[src/rtl/imem_arbiter.sv]
// -----------------------------------------------------------------------------
// imem_arbiter
//
// Purpose:
//   Shares one single-port instruction BRAM (1-cycle registered read) between
//   the instruction-fetch port (IF_*) and the debug port (DBG_*). At most one
//   read is outstanding. A response is passed straight through from the BRAM
//   in the cycle after the grant. If the owner is not ready to take it, the
//   word is parked in a hold register until the owner accepts it.
//
// Configuration macro:
//   IMEM_ARB_RR_EN  defined   -> round-robin on contention (port not granted
//                                last wins; pointer moves on every grant)
//                   undefined -> fixed priority, IF over DBG
//
// Ports:
//   CLK, RST_N                       clock, async active-low reset
//   IF_REQ_VALID/IF_REQ_READY        fetch request handshake
//   IF_ADDR                          fetch byte address
//   IF_RSP_VALID/IF_RSP_READY        fetch response handshake
//   IF_RDATA                         fetch response data
//   DBG_*                            same set for the debug port
//   MEM_EN, MEM_ADDR, MEM_RDATA      BRAM read port
// -----------------------------------------------------------------------------
module imem_arbiter #(
    parameter int ADDR_WIDTH = 10
) (
    input  logic                  CLK,
    input  logic                  RST_N,

    input  logic                  IF_REQ_VALID,
    output logic                  IF_REQ_READY,
    input  logic [ADDR_WIDTH-1:0] IF_ADDR,
    output logic                  IF_RSP_VALID,
    input  logic                  IF_RSP_READY,
    output logic [31:0]           IF_RDATA,

    input  logic                  DBG_REQ_VALID,
    output logic                  DBG_REQ_READY,
    input  logic [ADDR_WIDTH-1:0] DBG_ADDR,
    output logic                  DBG_RSP_VALID,
    input  logic                  DBG_RSP_READY,
    output logic [31:0]           DBG_RDATA,

    output logic                  MEM_EN,
    output logic [ADDR_WIDTH-1:0] MEM_ADDR,
    input  logic [31:0]           MEM_RDATA
);

    localparam logic [1:0] StIdle = 2'd0;
    localparam logic [1:0] StBusy = 2'd1;
    localparam logic [1:0] StHold = 2'd2;

    localparam logic OwnIf  = 1'b0;
    localparam logic OwnDbg = 1'b1;

    logic [1:0]  state_q, state_d;
    logic        owner_q, owner_d;
    logic [31:0] hold_q,  hold_d;
`ifdef IMEM_ARB_RR_EN
    logic        lastDbg_q, lastDbg_d;
`endif

    logic        rspActive;
    logic        ownerRspReady;
    logic        complete;
    logic        grantOpp;
    logic        pickDbg;
    logic        grantIf;
    logic        grantDbg;
    logic [31:0] rspData;

    // Grant decision. A new read may start in IDLE or in the same cycle the
    // current response is accepted, which gives one read per cycle when the
    // owner keeps RSP_READY high. Grants are masked while RST_N is low so the
    // BRAM sees no enable during reset.
    always_comb begin
        rspActive     = (state_q == StBusy) || (state_q == StHold);
        ownerRspReady = (owner_q == OwnDbg) ? DBG_RSP_READY : IF_RSP_READY;
        complete      = rspActive && ownerRspReady;
        grantOpp      = RST_N && ((state_q == StIdle) || complete);
`ifdef IMEM_ARB_RR_EN
        // On contention, DBG wins only if IF was granted last.
        pickDbg       = DBG_REQ_VALID && (!IF_REQ_VALID || !lastDbg_q);
`else
        pickDbg       = DBG_REQ_VALID && !IF_REQ_VALID;
`endif
        grantIf       = grantOpp && IF_REQ_VALID && !pickDbg;
        grantDbg      = grantOpp && pickDbg;
        // BUSY passes the BRAM word through; HOLD replays the parked word.
        rspData       = (state_q == StHold) ? hold_q : MEM_RDATA;
    end

    // Next-state logic.
    always_comb begin
        state_d = state_q;
        owner_d = owner_q;
        hold_d  = hold_q;
`ifdef IMEM_ARB_RR_EN
        lastDbg_d = lastDbg_q;
`endif
        if (grantIf || grantDbg) begin
            state_d = StBusy;
            owner_d = grantDbg ? OwnDbg : OwnIf;
`ifdef IMEM_ARB_RR_EN
            lastDbg_d = grantDbg;
`endif
        end else if ((state_q == StBusy) && !ownerRspReady) begin
            // The BRAM word is only valid this cycle, so park it.
            state_d = StHold;
            hold_d  = MEM_RDATA;
        end else if (complete) begin
            state_d = StIdle;
        end
    end

    always_ff @(posedge CLK or negedge RST_N) begin
        if (!RST_N) begin
            state_q <= StIdle;
            owner_q <= OwnIf;
            hold_q  <= '0;
`ifdef IMEM_ARB_RR_EN
            lastDbg_q <= 1'b1;
`endif
        end else begin
            state_q <= state_d;
            owner_q <= owner_d;
            hold_q  <= hold_d;
`ifdef IMEM_ARB_RR_EN
            lastDbg_q <= lastDbg_d;
`endif
        end
    end

    // Outputs. Non-owner and idle ports see zeros on valid and data.
    always_comb begin
        MEM_EN        = grantIf || grantDbg;
        MEM_ADDR      = grantDbg ? DBG_ADDR : (grantIf ? IF_ADDR : '0);
        IF_REQ_READY  = grantIf;
        DBG_REQ_READY = grantDbg;
        IF_RSP_VALID  = rspActive && (owner_q == OwnIf);
        DBG_RSP_VALID = rspActive && (owner_q == OwnDbg);
        IF_RDATA      = IF_RSP_VALID  ? rspData : 32'h0;
        DBG_RDATA     = DBG_RSP_VALID ? rspData : 32'h0;
    end

endmodule

[config.mk]
export PLATFORM = sky130hd
export DESIGN_NAME = imem_arbiter
export DESIGN_NICKNAME = d
export VERILOG_FILES = /design/src/rtl/imem_arbiter.sv
export SDC_FILE = /design/constraint.sdc
export NUM_CORES = 1
export LEC_CHECK = 0
export ABC_CLOCK_PERIOD_IN_PS = 4200
export BUFFER_PORTS_ARGS = -buffer_cell sky130_fd_sc_hd__buf_2
export CAP_MARGIN = 30
export CORE_UTILIZATION = 47
export CTS_CLUSTER_SIZE = 40
export DETAILED_ROUTE_END_ITERATION = 10
export PLACE_DENSITY = 0.83
export SLEW_MARGIN = 20
export SYNTH_ARGS = -nofsm -noshare
export SYNTH_HDL_FRONTEND = slang
export SYNTH_SLANG_ARGS = --single-unit
[constraint.sdc]
create_clock -name CLK -period 4.2 [get_ports CLK]
set_clock_uncertainty 0.15 [all_clocks]
set_input_delay 0.21 -clock CLK [delete_from_list [all_inputs] [get_ports CLK]]
set_output_delay 0.21 -clock CLK [all_outputs]
set_load 0.02 [all_outputs]
# [Word level (Yosys, flattened, before mapping)]
# Cells that the tools add are included.
[word_totals] register_bits=35 latch_bits=0 ram_bits=0 mem_bits_ro=0 inputBits=58 out_inout_bits=79 elab_cells=35 memories=0
[op_classes] addsub=0 n_mul=0 div_mod_pow=0 order_cmp=0 n_eq_ne=2 n_shift=0 muxes=10 bitwise=2 n_reduce_logical=18
[op_table] op="32-bit 2-to-1 mux" count=3
[op_table] op="10-bit 2-to-1 mux" count=2
[op_table] op="1-bit logical AND" count=9
[op_table] op="2-bit 2-to-1 mux" count=3
[op_table] op="1-bit logical NOT" count=3
[op_table] op="1-bit logical OR" count=3
[op_table] op="3-bit nonzero test" count=1
[op_table] op="2-bit by 1-bit equality test with 1-bit output, second input constant" count=1
[op_table] op="2-bit equality test, second input constant" count=1
[op_table] op="2-bit logical NOT" count=1
[op_table] op="1-bit 2-to-1 mux" count=2
[op_table] op="1-bit inverter" count=2
[op_table] op="2-bit AND reduction" count=1

# [Logic depth before layout (Yosys ltp)]
[logic_depth] word_depth=10 ltp_mapped=6 depth_no_buf=5

# [Worst setup path before layout]
# OpenSTA, ideal clock, no wires.
[synth_timing] path_type="reg-to-output" start="reg state_q[0]" end="out MEM_ADDR[0]" arrival_time_ns=1.497 required_ns=3.840 slack_ns=2.343 stages_incl_launch_ff=7 n_path_buf=1 path_cell_list="dfrtp_1 inv_1 ha_1 nand2_1 o21a_1 buf_2 nor2_1"
[synth_between] elab_chain_len=9 word_cells_on_any_way=12 classes_between="2 x eq/ne; 2 x mux; 8 x reduce/logical"
[synth_rtl] item="start, declared" line_no="57" rtl="logic [1:0] state_q, state_d;"
[synth_rtl] item="start signal, assigned" line_no="119" rtl="state_q <= StIdle;"
[synth_rtl] item="start signal, assigned" line_no="126" rtl="state_q <= state_d;"
[synth_rtl] item="2-bit by 1-bit equality test with 1-bit output or 2-bit equality test (tied branches)" line_no="78" rtl="rspActive = (state_q == StBusy) || (state_q == StHold);"
[synth_rtl] item="1-bit logical OR" line_no="78"
[synth_rtl] item="1-bit logical AND" line_no="80" rtl="complete = rspActive && ownerRspReady;"
[synth_rtl] item="1-bit logical OR (*)" line_no="81" rtl="grantOpp = RST_N && ((state_q == StIdle) || complete);"
[synth_rtl] item="1-bit logical AND (*)" line_no="81"
[synth_rtl] item="1-bit logical AND (2 in a row)" line_no="88" rtl="grantIf = grantOpp && IF_REQ_VALID && !pickDbg;"
[synth_rtl] item="10-bit 2-to-1 mux" line_no="138" rtl="MEM_ADDR = grantDbg ? DBG_ADDR : (grantIf ? IF_ADDR : '0);"
[synth_rtl] item="10-bit 2-to-1 mux (*)" line_no="138"
[synth_rtl] item="end, declared" line_no="46" rtl="output logic [ADDR_WIDTH-1:0] MEM_ADDR,"
# Every way passes the cells marked *; elsewhere a longest branch is shown, timed or not.

# [Worst setup path in the final report]
[layout_timing] start="reg state_q[0]" end="reg hold_q[20]"
[layout_between] elab_chain_len=10 word_cells_on_any_way=14 classes_between="2 x eq/ne; 1 x bitwise; 11 x reduce/logical"
[layout_rtl] item="2-bit by 1-bit equality test with 1-bit output or 2-bit equality test (tied branches)" line_no="78, 108"
[layout_rtl] item="1-bit logical OR" line_no="78"
[layout_rtl] item="1-bit logical AND" line_no="80"
[layout_rtl] item="1-bit logical OR" line_no="81"
[layout_rtl] item="1-bit logical AND" line_no="81"
[layout_rtl] item="1-bit logical AND (2 in a row)" line_no="88"
[layout_rtl] item="1-bit logical OR" line_no="102" rtl="if (grantIf || grantDbg) begin"
[layout_rtl] item="1-bit inverter (no line)"
[layout_rtl] item="2-bit AND reduction (no line) (*)"
[layout_rtl] item="end signal, assigned" line_no="128" rtl="hold_q <= hold_d;"
[layout_rtl] item="end, declared" line_no="59" rtl="logic [31:0] hold_q, hold_d;"
# Marks and branches as above.
# A chain may end at the register's enable or synchronous reset.

==> results summary <==
The number of max-slew violations in the final report came out at 0. The area of the multi-input gates is 0.001338 sq mm. The internal power summed over all cells came out at 1.444 mW. The via count of the first global-routing pass is 1897.

After detailed routing, the average wire length per cell comes to 13.40 um. The switching portion of total power is 0.4550. For this design the static power due to leakage is 1.786 nW. The portion of the clock cycle consumed by the worst path in the final layout came out at 0.5959. The worst endpoint data arrival time came out at 2530 ps.

The flow ran to the end, and the final reports show no timing, DRC or antenna violations. The number of rows in the core area is 25. The largest individual stage delay along the critical path comes from the cell sky130_fd_sc_hd__o211ai_4. In the post-route analysis, the smallest setup slack over all paths is 1697 ps. At the pin with the least slew margin, the transition time is 777.8 ps. The area of the die is 0.005232 sq mm.

The synthesized design spends more area on one cell type than any other, namely sky130_fd_sc_hd__dfrtp_1. The number of inserted diodes came out at 0. The power density over cell area is 827.8 mW/mm^2. The share of the yosys chip area belonging to registers is 0.3767. The number of maximum-capacitance constraint violations came out at 0.

The count of fill cells added during filler insertion came out at 410. The path class of the lowest-slack min-delay path is in2reg. The clock root buffer is sky130_fd_sc_hd__clkbuf_8.

The ratio of routed vias to standard cells is 4.879. The worst setup path is launched from a flip-flop. The total number of nets in the final design is 423. The launch point of the critical path is state_q[0].

The remaining routing DRC violations is 0. The count of non-filler cells in the finished layout came out at 430. STA classifies the critical path endpoint as a flip-flop.

The switching power of the nets is 1.205 mW. The remaining global-route overflow came out at 0. The synthesized design contains 35 register bits. The area fraction of the dominant cell type after synthesis came out at 0.3767. The area taken by flip-flops and latches is 875.8 sq um. The pin count of the biggest net entering global routing is 39. The count of boundary I/O pins is 137. The count of H-tree levels built during CTS is 2. The critical path is of the reg2reg type.

The hold violation total from the final report is 0. The insertion delay of the later-clocked pin in the worst-skew pair came out at 290 ps. The global placement routability congestion came out at 0.7338. The startpoint of the worst-slack reg-to-reg timing path is state_q[0]. The combined global-route utilization of all metal layers came out at 0.2170. The summed instance area of the synthesized netlist came out at 0.002325 sq mm.

The largest single stage delay on the critical path is 660 ps. The CTS buffer count came out at 5. The sequential power share is 0.234.

The clock-pin transition on the worst setup and hold timing paths is 80 ps. The fmax came out at 0.3996 GHz. Of the total power, combinational logic draws 0.652. The aggregate routed wire length came out at 5.761 mm. Detailed placement finished with a half-perimeter wire length of 4.292 mm. The starting utilization of the core area came out at 0.4889. TritonCTS built the clock tree. The longest clock path from root to sink contains 2 buffers.

The count of input and output buffers is 136. The top cell types in the final layout, fill and taps aside, are sky130_fd_sc_hd__buf_2 (136), sky130_fd_sc_hd__nor2_1 (77), sky130_fd_sc_hd__dfrtp_1 (35). The library cell used most frequently in the layout, excluding fill and tap cells, is sky130_fd_sc_hd__buf_2. The number of placed instances, taps included came out at 419. IR analysis of the VDD net gives a maximum drop of 0.3136 mV. In this run the worst path has a maximum fanout of 17. Synthesis produced a netlist with a net count of 291.

The number of routed nets with antenna violations is 0. In this run the most critical hold path is launched from MEM_RDATA[27]. The number of library cell types mapped by synthesis came out at 22. The sum of negative setup slack came out at 0 ps.

The number of resized instances in the post-cts repair step is 0. The initial antenna violation count came out at 0. Walking the worst path, the cells encountered are inv_1, ha_1, nand2_1, o211ai_4, buf_4, mux2_4.

Compared with the post-synthesis result, the final layout area differs by 37.67%. The placeable core region came out at 0.004755 sq mm. Measured along the y axis, the die boundary spans 72.33 um. The average instance in the mapped netlist occupies 10.11 sq um.

Setup repair after global routing left no endpoint under its margin. During synthesis, Yosys emitted a total of 0 warnings. The die width came out at 72.33 um.

Synthesis handed over a netlist of 230 instances. The number of iterations in the first detailed-routing pass came out at 4. The detailed router finished its first iteration with 108 violations. The endpoint required time on the critical path is 4220 ps. Headroom to the max-slew limit came out at 0.4790. The tree built by TritonCTS fans out to 35 sinks.

The first-pass GRT wire length is 8.700 mm. In the final layout, the share of cells above drive strength 1 is 0.5096. The share of total power in the clock network is 0.114. The placement-stage worst setup slack came out at 1717 ps. The cts-stage hold buffer count came out at 1. The via count of the routed design is 2098. After synthesis, the cell types taking the most area are sky130_fd_sc_hd__dfrtp_1 (38%), sky130_fd_sc_hd__mux2_4 (19%), sky130_fd_sc_hd__mux2i_1 (14%). The post-CTS setup-driven buffer insertion count is 0. The count of final setup violators is 0. The shortest period the worst path allows came out at 2503 ps.
[synth_stat cells]
| cell | number |
|---|---|
| sky130_fd_sc_hd__nor2_1 | 77 |
| sky130_fd_sc_hd__dfrtp_1 | 35 |
| sky130_fd_sc_hd__mux2i_1 | 32 |
| sky130_fd_sc_hd__mux2_4 | 30 |
| sky130_fd_sc_hd__a22oi_1 | 10 |
| sky130_fd_sc_hd__clkbuf_1 | 10 |
| sky130_fd_sc_hd__inv_1 | 6 |
| sky130_fd_sc_hd__buf_2 | 4 |
| sky130_fd_sc_hd__nand2_1 | 4 |
| sky130_fd_sc_hd__buf_6 | 3 |
| sky130_fd_sc_hd__ha_1 | 3 |
| sky130_fd_sc_hd__mux2_2 | 3 |
| sky130_fd_sc_hd__nor2b_1 | 2 |
| sky130_fd_sc_hd__o21a_1 | 2 |
| sky130_fd_sc_hd__o21ai_0 | 2 |
| sky130_fd_sc_hd__a2bb2oi_1 | 1 |
| sky130_fd_sc_hd__a31oi_1 | 1 |
| sky130_fd_sc_hd__mux2i_4 | 1 |
| sky130_fd_sc_hd__nand2b_1 | 1 |
| sky130_fd_sc_hd__nand3_1 | 1 |
| sky130_fd_sc_hd__o211ai_4 | 1 |
| sky130_fd_sc_hd__o22ai_1 | 1 |
[critical path, delay by kind of cell (launching register included)]
family | cells | cell delay, ps
and+or+nand+nor | 1 | 110
AOI/OAI and AO/OA | 1 | 660
adders and majority gates | 1 | 180
muxes | 1 | 340
buffers and inverters | 2 | 540
DFF | 1 | 400
[sequential cells by signal (all words and copies together) (netlist names)]
| register | flops |
|---|---|
| hold_q | 32 |
| state_q | 2 |
| owner_q | 1 |
[cells by family after synthesis]
family | Yosys count | share of synthesized area
DFF | 35 | 0.3767
AOI/OAI and AO/OA | 18 | 0.06136
adders and majority gates | 3 | 0.01615
muxes | 66 | 0.3558
and+or+nand+nor | 85 | 0.1410
buffers and inverters | 23 | 0.04898
[power by group through the flow]
stage               clock network [mW]  logic, mW  registers [mW]
floorplan                            0       1.27           0.588
global placement                     0       1.62           0.611
detailed placement                   0       1.71           0.620
CTS                              0.310       1.71           0.617
global route                     0.321       1.86           0.638
finish                           0.301       1.73           0.620
[cell type report]
class / instances / share of cell area
multi-input cells: 172 / 0.4179
flip-flops and latches: 35 / 0.2737
repair buffers: 142 / 0.2400
well taps: 67 / 0.02619
clock buffers: 5 / 0.02150
clock inverters: 3 / 0.01368
inverters: 6 / 0.007037
[worst paths after layout]
check	slack, ps	depth (start not counted)	endpoint
min in group asynchronous	410	3	hold_q[24]
worst max register to register	1700	6	hold_q[20]
max in group asynchronous	3150	3	hold_q[6]
worst min-delay path	20	2	hold_q[27]
worst min register to register	360	1	hold_q[3]
worst max-delay path	1700	6	hold_q[20]
[per-stage QoR]
| step | hold WS [ps] | instance area, sq um | util | power [mW] |
|---|---|---|---|---|
| floorplan | -235.6 | 2325 | - | 1.857 |
| detailed placement | 189.6 | 3043 | 0.6400 | 2.330 |
| finish | 17.22 | 3201 | 0.6732 | 2.650 |
| CTS | 5.433 | 3166 | 0.6658 | 2.642 |
| global placement | 187.3 | 3015 | 0.6342 | 2.236 |
| global route | 5.655 | 3201 | 0.6732 | 2.817 |
[per-layer routing]
layer | share of wire | global-route usage | vias to the layer above
met5 | 0 | 0 | -
met4 | 0.0099 | 0.07190 | 0
met3 | 0.064 | 0.04444 | 5
met1 | 0.42 | 0.2467 | 969
met2 | 0.50 | 0.4029 | 91
li1 | - | - | 1033
(Power assumes the default switching activity.)
